==> src/rtl/mips_pkg.sv <==
// Shared definitions for the multicycle MIPS control path: opcodes, funct
// codes, controller state encoding, ALU operation and ALU control encodings.
package mips_pkg;

  localparam logic [5:0] OP_RTYPE = 6'b000000;
  localparam logic [5:0] OP_LW    = 6'b100011;
  localparam logic [5:0] OP_SW    = 6'b101011;
  localparam logic [5:0] OP_BEQ   = 6'b000100;
  localparam logic [5:0] OP_ADDI  = 6'b001000;
  localparam logic [5:0] OP_J     = 6'b000010;

  localparam logic [5:0] FUNCT_ADD = 6'b100000;
  localparam logic [5:0] FUNCT_SUB = 6'b100010;
  localparam logic [5:0] FUNCT_AND = 6'b100100;
  localparam logic [5:0] FUNCT_OR  = 6'b100101;
  localparam logic [5:0] FUNCT_SLT = 6'b101010;

  localparam logic [1:0] ALUOP_ADD   = 2'b00;
  localparam logic [1:0] ALUOP_SUB   = 2'b01;
  localparam logic [1:0] ALUOP_FUNCT = 2'b10;

  localparam logic [2:0] ALU_AND = 3'b000;
  localparam logic [2:0] ALU_OR  = 3'b001;
  localparam logic [2:0] ALU_ADD = 3'b010;
  localparam logic [2:0] ALU_SUB = 3'b110;
  localparam logic [2:0] ALU_SLT = 3'b111;

  typedef enum logic [3:0] {
    S_FETCH    = 4'd0,
    S_DECODE   = 4'd1,
    S_MEMADR   = 4'd2,
    S_MEMREAD  = 4'd3,
    S_MEMWB    = 4'd4,
    S_MEMWRITE = 4'd5,
    S_EXECUTE  = 4'd6,
    S_ALUWB    = 4'd7,
    S_BRANCH   = 4'd8,
    S_ADDIEXEC = 4'd9,
    S_ADDIWB   = 4'd10,
    S_JUMP     = 4'd11
  } ctrl_state_t;

endpackage

==> src/rtl/alu_decoder.sv <==
// ALU decoder: maps aluop (and funct for R-type) to the ALU operation.
// Ports: funct (instr[5:0]), aluop (from FSM) -> alucontrol.
module alu_decoder
  import mips_pkg::*;
(
  input  logic [5:0] funct,
  input  logic [1:0] aluop,
  output logic [2:0] alucontrol
);

  always_comb begin
    alucontrol = ALU_ADD;
    case (aluop)
      ALUOP_ADD: alucontrol = ALU_ADD;
      ALUOP_SUB: alucontrol = ALU_SUB;
      ALUOP_FUNCT: begin
        case (funct)
          FUNCT_ADD: alucontrol = ALU_ADD;
          FUNCT_SUB: alucontrol = ALU_SUB;
          FUNCT_AND: alucontrol = ALU_AND;
          FUNCT_OR:  alucontrol = ALU_OR;
          FUNCT_SLT: alucontrol = ALU_SLT;
          default:   alucontrol = ALU_ADD;
        endcase
      end
      default: alucontrol = ALU_ADD;
    endcase
  end

endmodule

==> src/rtl/multicycle_controller.sv <==
// Multicycle MIPS controller: Moore FSM sequencing fetch/decode/execute
// across several cycles, driving every datapath select and write enable.
// Ports: clk, reset (sync, active-high), op/funct from the instruction
// register, zero from the ALU; outputs iord, memwrite, irwrite, regdst,
// memtoreg, regwrite, alusrca, alusrcb, pcsrc, pcen, alucontrol.
module multicycle_controller
  import mips_pkg::*;
(
  input  logic       clk,
  input  logic       reset,
  input  logic [5:0] op,
  input  logic [5:0] funct,
  input  logic       zero,
  output logic       iord,
  output logic       memwrite,
  output logic       irwrite,
  output logic       regdst,
  output logic       memtoreg,
  output logic       regwrite,
  output logic       alusrca,
  output logic [1:0] alusrcb,
  output logic [1:0] pcsrc,
  output logic       pcen,
  output logic [2:0] alucontrol
);

  ctrl_state_t state, next_state, dec_state;
  logic        pcwrite, branch;
  logic [1:0]  aluop;

  always_ff @(posedge clk) begin
    if (reset) state <= S_FETCH;
    else       state <= next_state;
  end

  always_comb begin
    next_state = S_FETCH;
    iord       = 1'b0;
    memwrite   = 1'b0;
    irwrite    = 1'b0;
    regdst     = 1'b0;
    memtoreg   = 1'b0;
    regwrite   = 1'b0;
    alusrca    = 1'b0;
    alusrcb    = 2'b00;
    pcsrc      = 2'b00;
    pcwrite    = 1'b0;
    branch     = 1'b0;
    aluop      = ALUOP_ADD;

    // During reset the outputs show FETCH with every enable masked below.
    dec_state = reset ? S_FETCH : state;

    case (dec_state)
      S_FETCH: begin
        irwrite    = 1'b1;
        pcwrite    = 1'b1;
        alusrcb    = 2'b01;
        next_state = S_DECODE;
      end
      S_DECODE: begin
        alusrcb = 2'b11;
        case (op)
          OP_LW, OP_SW: next_state = S_MEMADR;
          OP_RTYPE:     next_state = S_EXECUTE;
          OP_BEQ:       next_state = S_BRANCH;
          OP_ADDI:      next_state = S_ADDIEXEC;
          OP_J:         next_state = S_JUMP;
          default:      next_state = S_FETCH;
        endcase
      end
      S_MEMADR: begin
        alusrca    = 1'b1;
        alusrcb    = 2'b10;
        next_state = (op == OP_SW) ? S_MEMWRITE : S_MEMREAD;
      end
      S_MEMREAD: begin
        iord       = 1'b1;
        next_state = S_MEMWB;
      end
      S_MEMWB: begin
        memtoreg = 1'b1;
        regwrite = 1'b1;
      end
      S_MEMWRITE: begin
        iord     = 1'b1;
        memwrite = 1'b1;
      end
      S_EXECUTE: begin
        alusrca    = 1'b1;
        aluop      = ALUOP_FUNCT;
        next_state = S_ALUWB;
      end
      S_ALUWB: begin
        regdst   = 1'b1;
        regwrite = 1'b1;
      end
      S_BRANCH: begin
        alusrca = 1'b1;
        aluop   = ALUOP_SUB;
        pcsrc   = 2'b01;
        branch  = 1'b1;
      end
      S_ADDIEXEC: begin
        alusrca    = 1'b1;
        alusrcb    = 2'b10;
        next_state = S_ADDIWB;
      end
      S_ADDIWB: regwrite = 1'b1;
      S_JUMP: begin
        pcsrc   = 2'b10;
        pcwrite = 1'b1;
      end
      default: next_state = S_FETCH;
    endcase

    if (reset) begin
      irwrite  = 1'b0;
      pcwrite  = 1'b0;
      branch   = 1'b0;
      regwrite = 1'b0;
      memwrite = 1'b0;
    end
  end

  assign pcen = pcwrite | (branch & zero);

  alu_decoder u_alu_decoder (
    .funct      (funct),
    .aluop      (aluop),
    .alucontrol (alucontrol)
  );

endmodule

==> config.mk <==
export PLATFORM = sky130hd
export DESIGN_NAME = multicycle_controller
export DESIGN_NICKNAME = d
export VERILOG_FILES = /design/src/rtl/mips_pkg.sv /design/src/rtl/alu_decoder.sv /design/src/rtl/multicycle_controller.sv
export SDC_FILE = /design/constraint.sdc
export NUM_CORES = 1
export LEC_CHECK = 0
export ABC_AREA = 1
export BUFFER_PORTS_ARGS = -buffer_cell sky130_fd_sc_hd__buf_4
export CORE_AREA = 2 2 39 41
export DETAILED_ROUTE_END_ITERATION = 10
export DIE_AREA = 0 0 41 43
export PLACE_DENSITY = 0.83
export SLEW_MARGIN = 0
export SYNTH_ARGS = -nofsm -noshare
export SYNTH_HDL_FRONTEND = slang
export SYNTH_SLANG_ARGS = --single-unit
export TNS_END_PERCENT = 100
==> constraint.sdc <==
create_clock -name clk -period 2.5 [get_ports clk]
set_input_delay 0.125 -clock clk [delete_from_list [all_inputs] [get_ports clk]]
set_output_delay 0.125 -clock clk [all_outputs]
set_load 0.02 [all_outputs]
==> key figures <==
Die
  – # rows: 14
  – Die X: 41 um
  – Core Footprint: 1380 sq um
  – Starting Density: 0.415
  – Io pins: 30
  – Die ar.: 1760 sq um
  – Die Span Y: 43 um

Placement
  – Worst slack, placed: 0.467 ns
  – DP HPWL: 1270 um
  – Placed Instance Area: 812 sq um
  – Routability cong.: 0.905
  – Port Buf Inserts: 29

Timing
  – Setup_tns: 0 ns
  – Final period utilization: 0.899
  – Worst-margin pin slew: 0.355 ns
  – Relative slew slack: 0.762
  – Min Tclk post-route: 2.25 ns
  – Final setup violation count: 0
  – Max Fclk: 445 MHz
  – Final hold violation count: 0
  – RSZ-0062 raised after global routing: false
  – Max Slew Vio Count: 0
  – Worst clock skew: 0.00443 ns
  – PnR worst setup slack: 0.253 ns

Clock tree
  – Hold_buf cts: 0
  – CTS Root Cell: clkbuf_4
  – CTS Buffer Depth: 2
  – Inserted Clock Buffers: 3
  – Clock tree sinks: 4
  – TritonCTS clock tree: yes
  – CTS H-tree lvls: 1
  – Clk_lat worst skew: 0.24 ns
  – CTS clk-pin slew, worst paths: 0.04 ns
  – # resized after CTS: 0
  – Post-CTS setup buffers: 0

Power and ir drop
  – Peak VDD IR: 0.188 mV
  – Design Power: 217 uW
  – Pleak: 0.471 nW
  – Power Density: 258 nW/um^2

Detailed routing
  – Routed Antenna Nets: 0
  – Final wirelength: 1560 um
  – Vias: 768
  – Initial DRT Pass Iterations: 4
  – Initial DRC count: 20
  – Via/cell ratio: 4.99
  – DR WL/cell: 10.1 um
  – DRC: 0

Critical path
  – CP cell instances: inv_1, nor3_4, inv_2, nor2_2, inv_2, ha_1, inv_1, nand2_1, nor2_1, nand2_1, o22ai_1, buf_4
  – Arrival time worst endpoint: 2.12 ns
  – Critical Path RT: 2.38 ns
  – CP max FO: 4
  – Worst Setup Start Kind: flop
  – Slowest cell delay on critical path: 0.37 ns
  – Worst setup EP type: output pin
  – Critical path class: reg -> out
  – CP max-delay cell: dfxtp_1
  – Bufs and invs on worst path: 5
  – Cell family with most CP delay: simple AND/OR/NAND/NOR gates

Final layout
  – Top Registers: state: 4 flops
  – Finished Core Util: 0.608
  – Diode count: 0
  – Nets: 157
  – Commonest non-fill, non-tap cell in the layout: buf_4
  – Final instance area: 841 sq um
  – Most frequent cells in the layout: 29 x buf_4, 22 x nand2_1, 21 x nor2_1
  – Synth-to-layout area growth: 46.4%
  – Max reg flops: 4
  – Largest register by flop count: state
  – Share of layout cells above drive strength 1: 0.362

Synth
  – Mapped Area: 574 sq um
  – Number of synthesized register bits: 4
  – Compound-Gate Fraction of Synth Area: 0.111
  – Syn_area_per_cell: 5.42 sq um
  – Fraction of the mapped netlist area in adder cells: 0.0436
  – Mux cell area share after synthesis: 0
  – Cells after Synth: 106
  – Syn nets: 123
  – Yosys warning count: 0
  – Main combinational cell family by area after synthesis: simple AND/OR/NAND/NOR gates
  – Synth unique cells: 22
  – Seq/Total Area, Yosys: 0.139
  – XOR/XNOR Fraction of Synth Area: 0
  – Simple-Gate Fraction of Synth Area: 0.558
  – Yosys top cell area share: 0.144
  – Synth area leaders: nand2_1 14%, dfxtp_1 14%, nor2_1 14%, nand3_1 11%, inv_1 9.2%
  – Yosys top cell by area: nand2_1

Global route
  – Most used routing layer: met2
  – Grt ovf: 0
  – Met1 usage: 0.237
  – Vias in the first global route: 667
  – Met3 Use GR: 0.0471
  – Pin count of the biggest net entering global routing: 8
  – GRT Total Usage: 0.202
  – First-pass GRT wire length: 2430 um
  – Initial antenna violation count: 0
  – Met2 usage: 0.309

Job
  – Max cap viols: 0

Outcome
  – Outcome: finished clean

Worst hold path
  – Hold Path Class: in -> reg
## Yosys cell counts (all sizes together)
| master | count |
|---|---|
| nand3b | 2 |
| dfxtp | 4 |
| o21ai | 7 |
| nand2 | 25 |
| nand3 | 13 |
| ha | 2 |
| nor3 | 3 |
| a21oi | 1 |
| clkinv | 1 |
| o22ai | 2 |
| nor2 | 24 |
| inv | 21 |
| nand4 | 1 |
## where the power goes
part           internal [mW]  switching [mW]  total [mW]
Sequential            0.0661         0.00251      0.0687
Clock                 0.0537          0.0272      0.0809
Combinational         0.0304          0.0368      0.0672
Total                  0.150          0.0665       0.217
## logic make-up (layout without fill, tap and decap cells)
group	count (synthesis)	in the layout
and+or+nand+nor	68	68
buffers and inverters	22	54
AOI/OAI and AO/OA	10	10
DFF	4	4
adders and majority gates	2	2
## layer usage
metal | up-vias | wire length [um]
li1 | 401 | -
met1 | 338 | 620
met2 | 23 | 811
met3 | 6 | 64
met4 | 0 | 59
met5 | - | 0
## through the flow
| stage | hold WS, ns | instances |
|---|---|---|
| after global routing | 0.145 | 154 |
| after CTS | 0.127 | 154 |
| after detailed placement | 0.379 | 151 |
| after global placement | 0.373 | 151 |
| final | 0.151 | 154 |
| after floorplan | 0.194 | 106 |
## worst paths after layout
check                           cells past startpoint       endpoint  startpoint  slack, ns
worst max-delay path                               12  alucontrol[0]    state[3]       0.25
worst min-delay path                                2       state[0]       reset       0.15
worst max register to register                      6       state[0]    state[0]       1.30
worst min register to register                      4       state[2]    state[0]       0.66
## final cells by class
| type | instances | area, sq um |
|---|---|---|
| fillers | 141 | 543 |
| multi-input cells | 80 | 415 |
| repair buffers | 29 | 218 |
| inverters | 22 | 85.1 |
| flip-flops and latches | 4 | 80.1 |
| clock buffers | 3 | 22.5 |
| well taps | 16 | 20.0 |
## worst reg2reg max path, stage by stage, from the launching register on
cell,delay [ns]
dfxtp_1,0.39
inv_1,0.10
nor2_1,0.12
nand2_1,0.15
nor2_4,0.18
nand2_2,0.07
a21oi_1,0.11
Power figures use the tool's default switching activity.
